<file path="config.mk">
export PLATFORM = sky130hd
export DESIGN_NAME = mem_port_arbiter
export DESIGN_NICKNAME = d
export VERILOG_FILES = /design/src/rtl/mem_port_arbiter.sv
export SDC_FILE = /design/constraint.sdc
export NUM_CORES = 1
export LEC_CHECK = 0
export CORE_UTILIZATION = 47
export CTS_CLUSTER_SIZE = 16
export DETAILED_ROUTE_END_ITERATION = 8
export DONT_BUFFER_PORTS = 1
export GPL_TIMING_DRIVEN = 0
export PLACE_DENSITY = 0.74
export SYNTH_ARGS = -nofsm -noshare
export SYNTH_HDL_FRONTEND = slang
export SYNTH_SLANG_ARGS = --single-unit
</file>
<file path="constraint.sdc">
create_clock -name CLK -period 1.4 [get_ports CLK]
set_input_delay 0.28 -clock CLK [delete_from_list [all_inputs] [get_ports CLK]]
set_output_delay 0.28 -clock CLK [all_outputs]
set_load 0.02 [all_outputs]
</file>
<file path="src/rtl/mem_port_arbiter.sv">
// Two-port arbiter for the shared memory port: grants instruction fetch (port 0)
// or data access (port 1), drives the steering mux select and aborts hung accesses.
module mem_port_arbiter #(
    parameter int TIMEOUT = 15,
    parameter int CNT_W   = 4,
    parameter bit FIX_PRI = 1'b0
) (
    input  logic       CLK,
    input  logic       RST,
    input  logic       REQ0,
    input  logic       REQ1,
    input  logic       MEM_ACK,
    output logic       SEL,
    output logic       MEM_EN,
    output logic       GNT0,
    output logic       GNT1,
    output logic       DONE0,
    output logic       DONE1,
    output logic       ERR,
    output logic [1:0] state_dbg
);

    typedef enum logic [1:0] {
        IDLE  = 2'd0,
        BUSY0 = 2'd1,
        BUSY1 = 2'd2
    } state_t;

    localparam logic [CNT_W-1:0] LAST_CNT = CNT_W'(TIMEOUT - 1);

    state_t           state_q, state_d;
    logic [CNT_W-1:0] cnt_q, cnt_d;
    logic             prio_q, prio_d;    // 1 = port 1 wins the next tie
    logic             sel_q, sel_d;
    logic             mem_en_q, mem_en_d;
    logic             gnt0_q, gnt0_d;
    logic             gnt1_q, gnt1_d;
    logic             done0_q, done0_d;
    logic             done1_q, done1_d;
    logic             err_q, err_d;

    always_ff @(posedge CLK) begin
        if (RST) begin
            state_q  <= IDLE;
            cnt_q    <= '0;
            prio_q   <= 1'b0;
            sel_q    <= 1'b0;
            mem_en_q <= 1'b0;
            gnt0_q   <= 1'b0;
            gnt1_q   <= 1'b0;
            done0_q  <= 1'b0;
            done1_q  <= 1'b0;
            err_q    <= 1'b0;
        end else begin
            state_q  <= state_d;
            cnt_q    <= cnt_d;
            prio_q   <= prio_d;
            sel_q    <= sel_d;
            mem_en_q <= mem_en_d;
            gnt0_q   <= gnt0_d;
            gnt1_q   <= gnt1_d;
            done0_q  <= done0_d;
            done1_q  <= done1_d;
            err_q    <= err_d;
        end
    end

    always_comb begin
        state_d = state_q;
        cnt_d   = cnt_q;
        prio_d  = prio_q;
        case (state_q)
            IDLE: begin
                cnt_d = '0;
                if (REQ0 && REQ1) begin
                    state_d = (FIX_PRI || !prio_q) ? BUSY0 : BUSY1;
                end else if (REQ0) begin
                    state_d = BUSY0;
                end else if (REQ1) begin
                    state_d = BUSY1;
                end
            end
            BUSY0, BUSY1: begin
                // An ACK on the last allowed cycle still counts as completion.
                if (MEM_ACK || (cnt_q == LAST_CNT)) begin
                    state_d = IDLE;
                    cnt_d   = '0;
                    prio_d  = (state_q == BUSY0);
                end else begin
                    cnt_d = cnt_q + CNT_W'(1);
                end
            end
            default: begin
                state_d = IDLE;
                cnt_d   = '0;
            end
        endcase
    end

    // Outputs are registered from the next state, so they line up with the state they describe.
    always_comb begin
        gnt0_d   = (state_d == BUSY0);
        gnt1_d   = (state_d == BUSY1);
        mem_en_d = (state_d != IDLE);
        sel_d    = sel_q;
        if (state_d == BUSY0) begin
            sel_d = 1'b0;
        end else if (state_d == BUSY1) begin
            sel_d = 1'b1;
        end
        done0_d = (state_q == BUSY0) && MEM_ACK;
        done1_d = (state_q == BUSY1) && MEM_ACK;
        err_d   = (state_q != IDLE) && !MEM_ACK && (cnt_q == LAST_CNT);
    end

    assign SEL       = sel_q;
    assign MEM_EN    = mem_en_q;
    assign GNT0      = gnt0_q;
    assign GNT1      = gnt1_q;
    assign DONE0     = done0_q;
    assign DONE1     = done1_q;
    assign ERR       = err_q;
    assign state_dbg = state_q;

endmodule
</file>
-- After elaboration in Yosys (flattened, before gate mapping)
Cells that the tools add are included.
Widths: inputs -> output; s select.
- register bits after elaboration: 14
- bits in latches: 0
- memory bits (writable): 0
- ROM bits: 0
- input port bits: 5
- output and inout port bits: 9
- word-level logic and storage cells: 37
- memories kept: 0
- add/subtract/negate cells: 1
- $mul: 0
- div/mod/pow operators: 0
- magnitude comparators: 0
- equal/unequal tests: 5
- shift operators: 0
- mux-type cells: 6
- bitwise logic cells: 1
- reduce and logical (&&, ||, !) cells: 14
- operators by type and width (cell ; number):
    $mux 2 ; 5
    $logic_and 1x1->1 ; 5
    $add 4x1->4 const B ; 1
    $eq 2x1->1 const B ; 2
    $eq 2x2->1 const B ; 2
    $eq 4x4->1 const B ; 1
    $pmux 2 s2 ; 1
    $reduce_bool 2->1 ; 2
    $reduce_or 2->1 ; 2
    $reduce_or 3->1 ; 1
    $logic_not 2->1 ; 1
    $reduce_and 2->1 ; 1
    $logic_not 1->1 ; 1
    $logic_or 1x1->1 ; 1
    $not 1->1 ; 1

-- Logic depth before layout (Yosys ltp)
Gate-level depths: netlist (run 1).
- word-level depth: 6
- gate-level depth with buffers: 6
- depth with buffers taken out: 6

-- Worst setup path before layout (run 1)
OpenSTA, ideal clock, no wires.
- path type: register to register
- start point: reg state_q[0], in the netlist state_dbg[0]
- end point: reg gnt0_q, in the netlist GNT0
- setup time: 0.087 ns
- data arrival time: 1.407 ns
- data required time: 1.313 ns
- setup slack: -0.094 ns
- cell stages (with the launch flop): 6
- path buffers: 0
- period minus slack after synthesis: 1.494 ns
- path through: dfxtp_1 > inv_1 > ha_1 > nand3_1 > and3_4 > nor4b_4
- longest elaborated chain between the ends: 5
- elaborated cells on any way between the ends: 10
- classes of those cells: eq/ne (3); mux (5); reduce/logical (2)
- ends and longest elaborated chain (element ; RTL line ; RTL):
    start: declaration ; 31 ; state_t state_q, state_d;
    start signal: assignment ; 55 ; state_q <= state_d;
    $mux 2 ; 79 ; end else if (REQ1) begin
    $mux 2 ; 77 ; end else if (REQ0) begin
    $mux 2 ; 75 ; if (REQ0 && REQ1) begin
    $pmux 2 s2 * ; 72 ; case (state_q)
    $eq 2x1->1 * ; 102 ; gnt0_d = (state_d == BUSY0);
    end signal: assignment ; 60 ; gnt0_q <= gnt0_d;
    end: declaration ; 36 ; logic gnt0_q, gnt0_d;
Mark *: on every way between the ends. The rest lies on a longest branch, timed or not.
A chain may end at the register's enable or synchronous reset.

-- Worst setup path after layout (run 1)
- start point: reg state_q[1], in the netlist state_dbg[1]
- end point: reg mem_en_q, in the netlist MEM_EN
- longest elaborated chain between the ends: 5
- elaborated cells on any way between the ends: 10
- classes of those cells: eq/ne (2); mux (5); reduce/logical (3)
- ends and longest elaborated chain (element ; RTL line ; RTL):
    $mux 2 ; 79 ;
    $mux 2 ; 77 ;
    $mux 2 ; 75 ;
    $pmux 2 s2 * ; 72 ;
    $reduce_bool 2->1 * ; 104 ; mem_en_d = (state_d != IDLE);
    end signal: assignment ; 59 ; mem_en_q <= mem_en_d;
    end: declaration ; 35 ; logic mem_en_q, mem_en_d;
Marks and branches as above.

==> results of run 1 <==
## cells in the final DEF (no fill, tap or decap), drive strengths merged
cell type,count
inv,6
xor2,1
nand3,5
nor4,1
a31o,1
ha,6
nand3b,1
a31oi,2
mux2i,1
o21ai,1
a21oi,1
xnor2,1
clkbuf,4
nor2,5
dfxtp,14
o32ai,1
buf,2
a211oi,1
and3b,2
a21boi,1
nor4b,2
and3,1
o211ai,1
nor3,2
and2b,2
and2,1
## per-layer routing
metal / routed length [microns] / GRT usage (%) / part of all wire [%] / vias to the layer above
li1: - / - / - / 224
met4: 19 / 7.76 / 1.8 / 0
met2: 481 / 24.6 / 45 / 13
met5: 0 / 0 / 0 / -
met3: 69 / 7.95 / 6.4 / 2
met1: 509 / 23.0 / 47 / 195
## cell families (layout without fill, tap and decap cells)
kind of cell | Yosys count | in the layout | share of synthesized area, %
flip-flops | 14 | 14 | 42.3
AND/OR/NAND/NOR | 22 | 22 | 25.5
AO/OA/AOI/OAI | 9 | 9 | 12.5
XOR/XNOR | 2 | 2 | 2.65
adder cells (fa/ha/maj) | 6 | 6 | 11.3
multiplexers | 1 | 1 | 1.51
buffers and inverters | 7 | 12 | 4.16
## flip-flops by register name, summed over array words and instances, names as in the netlist
register and cells:
DONE1 1, state_dbg 2, DONE0 1, cnt_q 4, GNT1 1, SEL 1
ERR 1, GNT0 1, MEM_EN 1, prio_q 1
## final timing paths
check             endpoint  depth (start not counted)         start
setup reg to reg    MEM_EN                          5  state_dbg[1]
hold / removal         ERR                          1       MEM_ACK
hold reg to reg        ERR                          2      cnt_q[3]
setup / recovery    MEM_EN                          5  state_dbg[1]
## worst reg2reg max path, cell delays in order, from the launching register on
cell      delay (ps)
dfxtp_4          420
inv_2             70
ha_4             280
nand3_2           80
and3_4           200
a211oi_2         230
## power groups by stage
stage / combinational (mW) / sequential (mW) / clock (mW)
floorplan: 0.103 / 0.468 / 0
global placement: 0.116 / 0.472 / 0
detailed placement: 0.121 / 0.472 / 0
CTS: 0.142 / 0.462 / 0.295
global route: 0.159 / 0.469 / 0.315
finish: 0.144 / 0.464 / 0.286
## what timing repair did
item                                    in CTS  in global routing
pin swaps                                    3                  4
setup buffers                                1                  0
endpoints found under the setup margin       7                  4
gates resized for setup                      9                  3
## area by class of cell
type / count / area (sq um) / area share [%]
repair buffers: 1 / 7.51 / 0.974
multi-input cells: 40 / 389 / 50.5
clock buffers: 4 / 36.3 / 4.71
inverters: 6 / 25.0 / 3.25
flip-flops and latches: 14 / 289 / 37.5
well taps: 15 / 18.8 / 2.44
plain buffers: 1 / 5.00 / 0.649
## metrics by stage
| stage | std cells | hold slack, ps | TNS, ps | utilization [%] |
|---|---|---|---|---|
| floorplan | 61 | 356 | 0 | - |
| global placement | 76 | 363 | -129 | 52.5 |
| detailed placement | 76 | 363 | -257 | 52.5 |
| CTS | 81 | 55.8 | -16.8 | 59.0 |
| global route | 81 | 61.3 | -14.8 | 59.2 |
| finish | 81 | 65.6 | 0 | 59.2 |
==> flow_metrics.env, run 1 <==
export IMPL_outcome="finished clean"
export IMPL_critPathMaxStageDelay_ps=420
export IMPL_p_total_mw=0.894
export IMPL_slew_headroom_pct=73.3
export IMPL_netlist_area_leader_share_pct=42.3
export IMPL_place_congestion=0.741
export IMPL_syn_cell_area_sq_um=662
export IMPL_cp_buffers_inverters=1
export IMPL_final_hold_violation_count=0
export IMPL_cts_made_buffers=3
export IMPL_root_buffer="clkbuf_4"
export IMPL_drive_gt1_share_pct=36.4
export IMPL_pwr_share_seq_pct=51.9
export IMPL_coreArea_sq_um=1300
export IMPL_wl_per_cell_microns=13.3
export IMPL_clk_latency_ps=280
export IMPL_routed_wirelength_microns=1080
export IMPL_viasPerCell=5.36
export IMPL_grt_usage_pct=17.7
export IMPL_grt_max_degree=11
export IMPL_rows=13
export IMPL_synth_largest_area_cell="dfxtp_1"
export IMPL_cts_sinks=14
export IMPL_fillers=116
export IMPL_antenna_found_initial=0
export IMPL_grt_pass1_wl_microns=1730
export IMPL_placed_area_sq_um=683
export IMPL_fp_dieArea_sq_um=1560
export IMPL_startpoint_type="register"
export IMPL_route_detailed_drc=0
export IMPL_first_iter_violations=9
export IMPL_reg2reg_slack_ps=40
export IMPL_synthCells=61
export IMPL_synthTopCellsByCount="dfxtp_1 (14), ha_1 (6), inv_1 (6), nand3_1 (5), nor2_1 (5)"
export IMPL_vdd_drop_max_uv=575
export IMPL_synthArstFlopShare_pct=0
export IMPL_endpoint_kind="register"
export IMPL_required_ps=1600
export IMPL_clkPwrFrac_pct=32.0
export IMPL_crit_fanout=6
export IMPL_ant_nets=0
export IMPL_fin_area_sq_um=771
export IMPL_worst_slack_ps=41.1
export IMPL_p_int_mw=0.653
export IMPL_period_needed_ps=1360
export IMPL_start_util_pct=50.9
export IMPL_ys_dominant_reg_cell="dfxtp_1"
export IMPL_hold_class="in2reg"
export IMPL_cp_arrival_ps=1560
export IMPL_synth_seq_cells=14
export IMPL_period_share_pct=97.1
export IMPL_dr_pass1_iters=6
export IMPL_comb_power_share_pct=16.1
export IMPL_layout_nets=78
export IMPL_switchingPower_mw=0.240
export IMPL_setup_violations=0
export IMPL_diodes=0
export IMPL_grt_pass1_vias=372
export IMPL_ctsHoldBuffers=0
export IMPL_crit_family="flip-flops"
export IMPL_slowest_stage="dfxtp_4"
export IMPL_switching_share_pct=26.9
export IMPL_synth_cell_type_count=27
export IMPL_synth_edf_count=0
export IMPL_finClkSkew_ps=0.555
export IMPL_p_leak_nw=0.298
export IMPL_grt_overflow=0
export IMPL_cts_buffer_depth=2
export IMPL_synth_area_leaders="dfxtp_1 (42%), ha_1 (11%), nor4b_4 (7.2%), nand3_1 (3.8%), inv_1 (3.4%)"
export IMPL_die_x_microns=39.5
export IMPL_p_per_area_nw_per_um2=1160
export IMPL_die_h_microns=39.5
export IMPL_tightest_slew_ps=401
export IMPL_clkTransAtPathRegs_ps=80
export IMPL_io_buffers=0
export IMPL_io_pins=14
export IMPL_via_count=434
export IMPL_timing_fmax_mhz=736
export IMPL_slew_violations=0
export IMPL_yosysMostFrequentCell="dfxtp_1"
export IMPL_ys_warn_count=0
export IMPL_rsz0062_at_grt="true"
export IMPL_place_hpwl_microns=768
export IMPL_pre_cts_slack_ps=-89.1
export IMPL_synth_area_per_cell_sq_um=10.9
export IMPL_syn_nets=72
export IMPL_h_tree_depth=1
export IMPL_tritoncts="done"
export IMPL_maxCapViolations=0
export IMPL_crit_chain="inv_2 > ha_4 > nand3_2 > and3_4 > a211oi_2"
export IMPL_crit_type="reg2reg"
export IMPL_yosysSeqAreaShare_pct=42.3
export IMPL_syn2layout_area_growth_pct=16.4
Note: power is estimated with default switching activity, not from simulation.
==> run 2: changes to the inputs <==
- SKIP_LAST_GASP: default -> 1
==> results of run 2 <==
The final DEF is identical to that of run 1; final timing and power are the same.
==> run 3: changes to the inputs <==
- CORE_UTILIZATION: 47 -> 40
- CTS_BUF_LIST: default -> sky130_fd_sc_hd__clkbuf_8
- CTS_CLUSTER_DIAMETER: default -> 50
- PLACE_DENSITY: 0.74 -> 0.66
==> flow_metrics.env, run 3 (synthesis gave the netlist of run 1 again) <==
export IMPL_grt_overflow=0
export IMPL_slowest_stage="dfxtp_4"
export IMPL_antenna_found_initial=0
export IMPL_largest_reg_flops=4
export IMPL_p_leak_nw=0.304
export IMPL_startpoint_type="register"
export IMPL_ant_nets=0
export IMPL_finClkSkew_ps=3.00
export IMPL_place_congestion=0.734
export IMPL_use_met2_pct=19.4
export IMPL_period_needed_ps=1360
export IMPL_final_common_cell="dfxtp_1"
export IMPL_grt_busiest_layer="met1"
export IMPL_h_tree_depth=1
export IMPL_die_h_microns=42.7
export IMPL_grt_usage_pct=15.6
export IMPL_timing_fmax_mhz=735
export IMPL_route_detailed_drc=0
export IMPL_endpoint_kind="register"
export IMPL_grt_pass1_wl_microns=1990
export IMPL_coreArea_sq_um=1520
export IMPL_drive_gt1_share_pct=36.4
export IMPL_rsz0062_at_grt="true"
export IMPL_dr_pass1_iters=3
export IMPL_required_ps=1560
export IMPL_clk_latency_ps=240
export IMPL_cp_buffers_inverters=1
export IMPL_crit_fanout=6
export IMPL_grt_met3_usage_pct=4.68
export IMPL_critPathMaxStageDelay_ps=430
export IMPL_syn2layout_area_growth_pct=18.9
export IMPL_maxCapViolations=0
export IMPL_root_buffer="clkbuf_8"
export IMPL_hold_class="in2reg"
export IMPL_cp_arrival_ps=1520
export IMPL_fin_tns_setup_ps=0
export IMPL_p_per_area_nw_per_um2=1200
export IMPL_period_share_pct=97.2
export IMPL_pre_cts_slack_ps=-119
export IMPL_start_util_pct=43.4
export IMPL_worst_slack_ps=39.7
export IMPL_grt_pass1_vias=417
export IMPL_crit_family="flip-flops"
export IMPL_clkTransAtPathRegs_ps=60
export IMPL_slew_headroom_pct=74.5
export IMPL_rows=14
export IMPL_viasPerCell=5.48
export IMPL_placed_area_sq_um=684
export IMPL_fp_dieArea_sq_um=1820
export IMPL_fin_area_sq_um=787
export IMPL_layout_nets=79
export IMPL_io_pins=14
export IMPL_crit_type="reg2reg"
export IMPL_cts_made_buffers=3
export IMPL_vdd_drop_max_uv=590
export IMPL_grt_max_degree=11
export IMPL_layout_common_cells="dfxtp_1 (11), nor2_1 (5), ha_1 (4)"
export IMPL_place_hpwl_microns=783
export IMPL_cts_buffer_depth=2
export IMPL_ctsHoldBuffers=0
export IMPL_tritoncts="done"
export IMPL_final_hold_violation_count=0
export IMPL_crit_chain="inv_4 > ha_4 > nand3_2 > and3_4 > a211oi_2"
export IMPL_outcome="finished clean"
export IMPL_via_count=449
export IMPL_grt_met1_usage_pct=22.2
export IMPL_io_buffers=0
export IMPL_setup_violations=0
export IMPL_die_x_microns=42.7
export IMPL_diodes=0
export IMPL_routed_wirelength_microns=1160
export IMPL_cts_sinks=14
export IMPL_top_register="cnt_q"
export IMPL_slew_violations=0
export IMPL_tightest_slew_ps=383
export IMPL_wl_per_cell_microns=14.1
export IMPL_first_iter_violations=3
-- run 3: cell count changes in the layout (fill, tap and decap cells not counted) --
cell	delta
clkbuf_8	+2
buf_4	+1
inv_4	+1
inv_2	-1
clkbuf_4	-3
-- run 3: per-layer routing --
metal  routed length (microns)  share of wire [%]  up-vias
li1                          -                  -      225
met4                        31                2.7        0
met2                       503                 44       13
met5                         0                  0        -
met3                        59                5.1        5
met1                       560                 48      206
-- run 3: through the flow --
step / utilization, % / instances / hold WS, ps / total power, mW
3_5_place_dp: 44.9 / 77 / 360 / 0.595
3_3_place_gp: 44.9 / 77 / 362 / 0.590
2_1_floorplan: - / 61 / 356 / 0.571
4_1_cts: 50.8 / 81 / 105 / 0.941
6_report: 51.6 / 82 / 107 / 0.941
5_1_grt: 51.6 / 82 / 94.5 / 0.990
-- run 3: cell type report --
type	instances	area [sq um]
timing repair buffer	2	15.0
buffer	1	5.00
sequential	14	289
fill	135	737
tap	16	20.0
clock buffer	3	41.3
multi-input combinational	40	389
inverter	6	27.5
-- run 3: power by group --
part / total [mW] / switching [mW] / leakage [nW] / internal (mW)
registers: 0.467 / 0.0453 / 0.116 / 0.422
logic: 0.149 / 0.0711 / 0.167 / 0.0783
clock network: 0.324 / 0.134 / 0.0216 / 0.190
total: 0.941 / 0.250 / 0.304 / 0.690
-- run 3: what timing repair did --
item / CTS / global route
buffers inserted: 1 / 1
resized for setup: 11 / 2
pin swaps: 3 / 3
setup endpoints to repair: 7 / 3
hold endpoints to repair: 0 / 0
-- run 3: worst paths after layout --
path	slack [ps]	cells past startpoint	startpoint	end
max reg2reg	40	5	state_dbg[0]	MEM_EN
min	110	1	MEM_ACK	ERR
min reg2reg	510	2	cnt_q[0]	cnt_q[0]
max	40	5	state_dbg[0]	MEM_EN
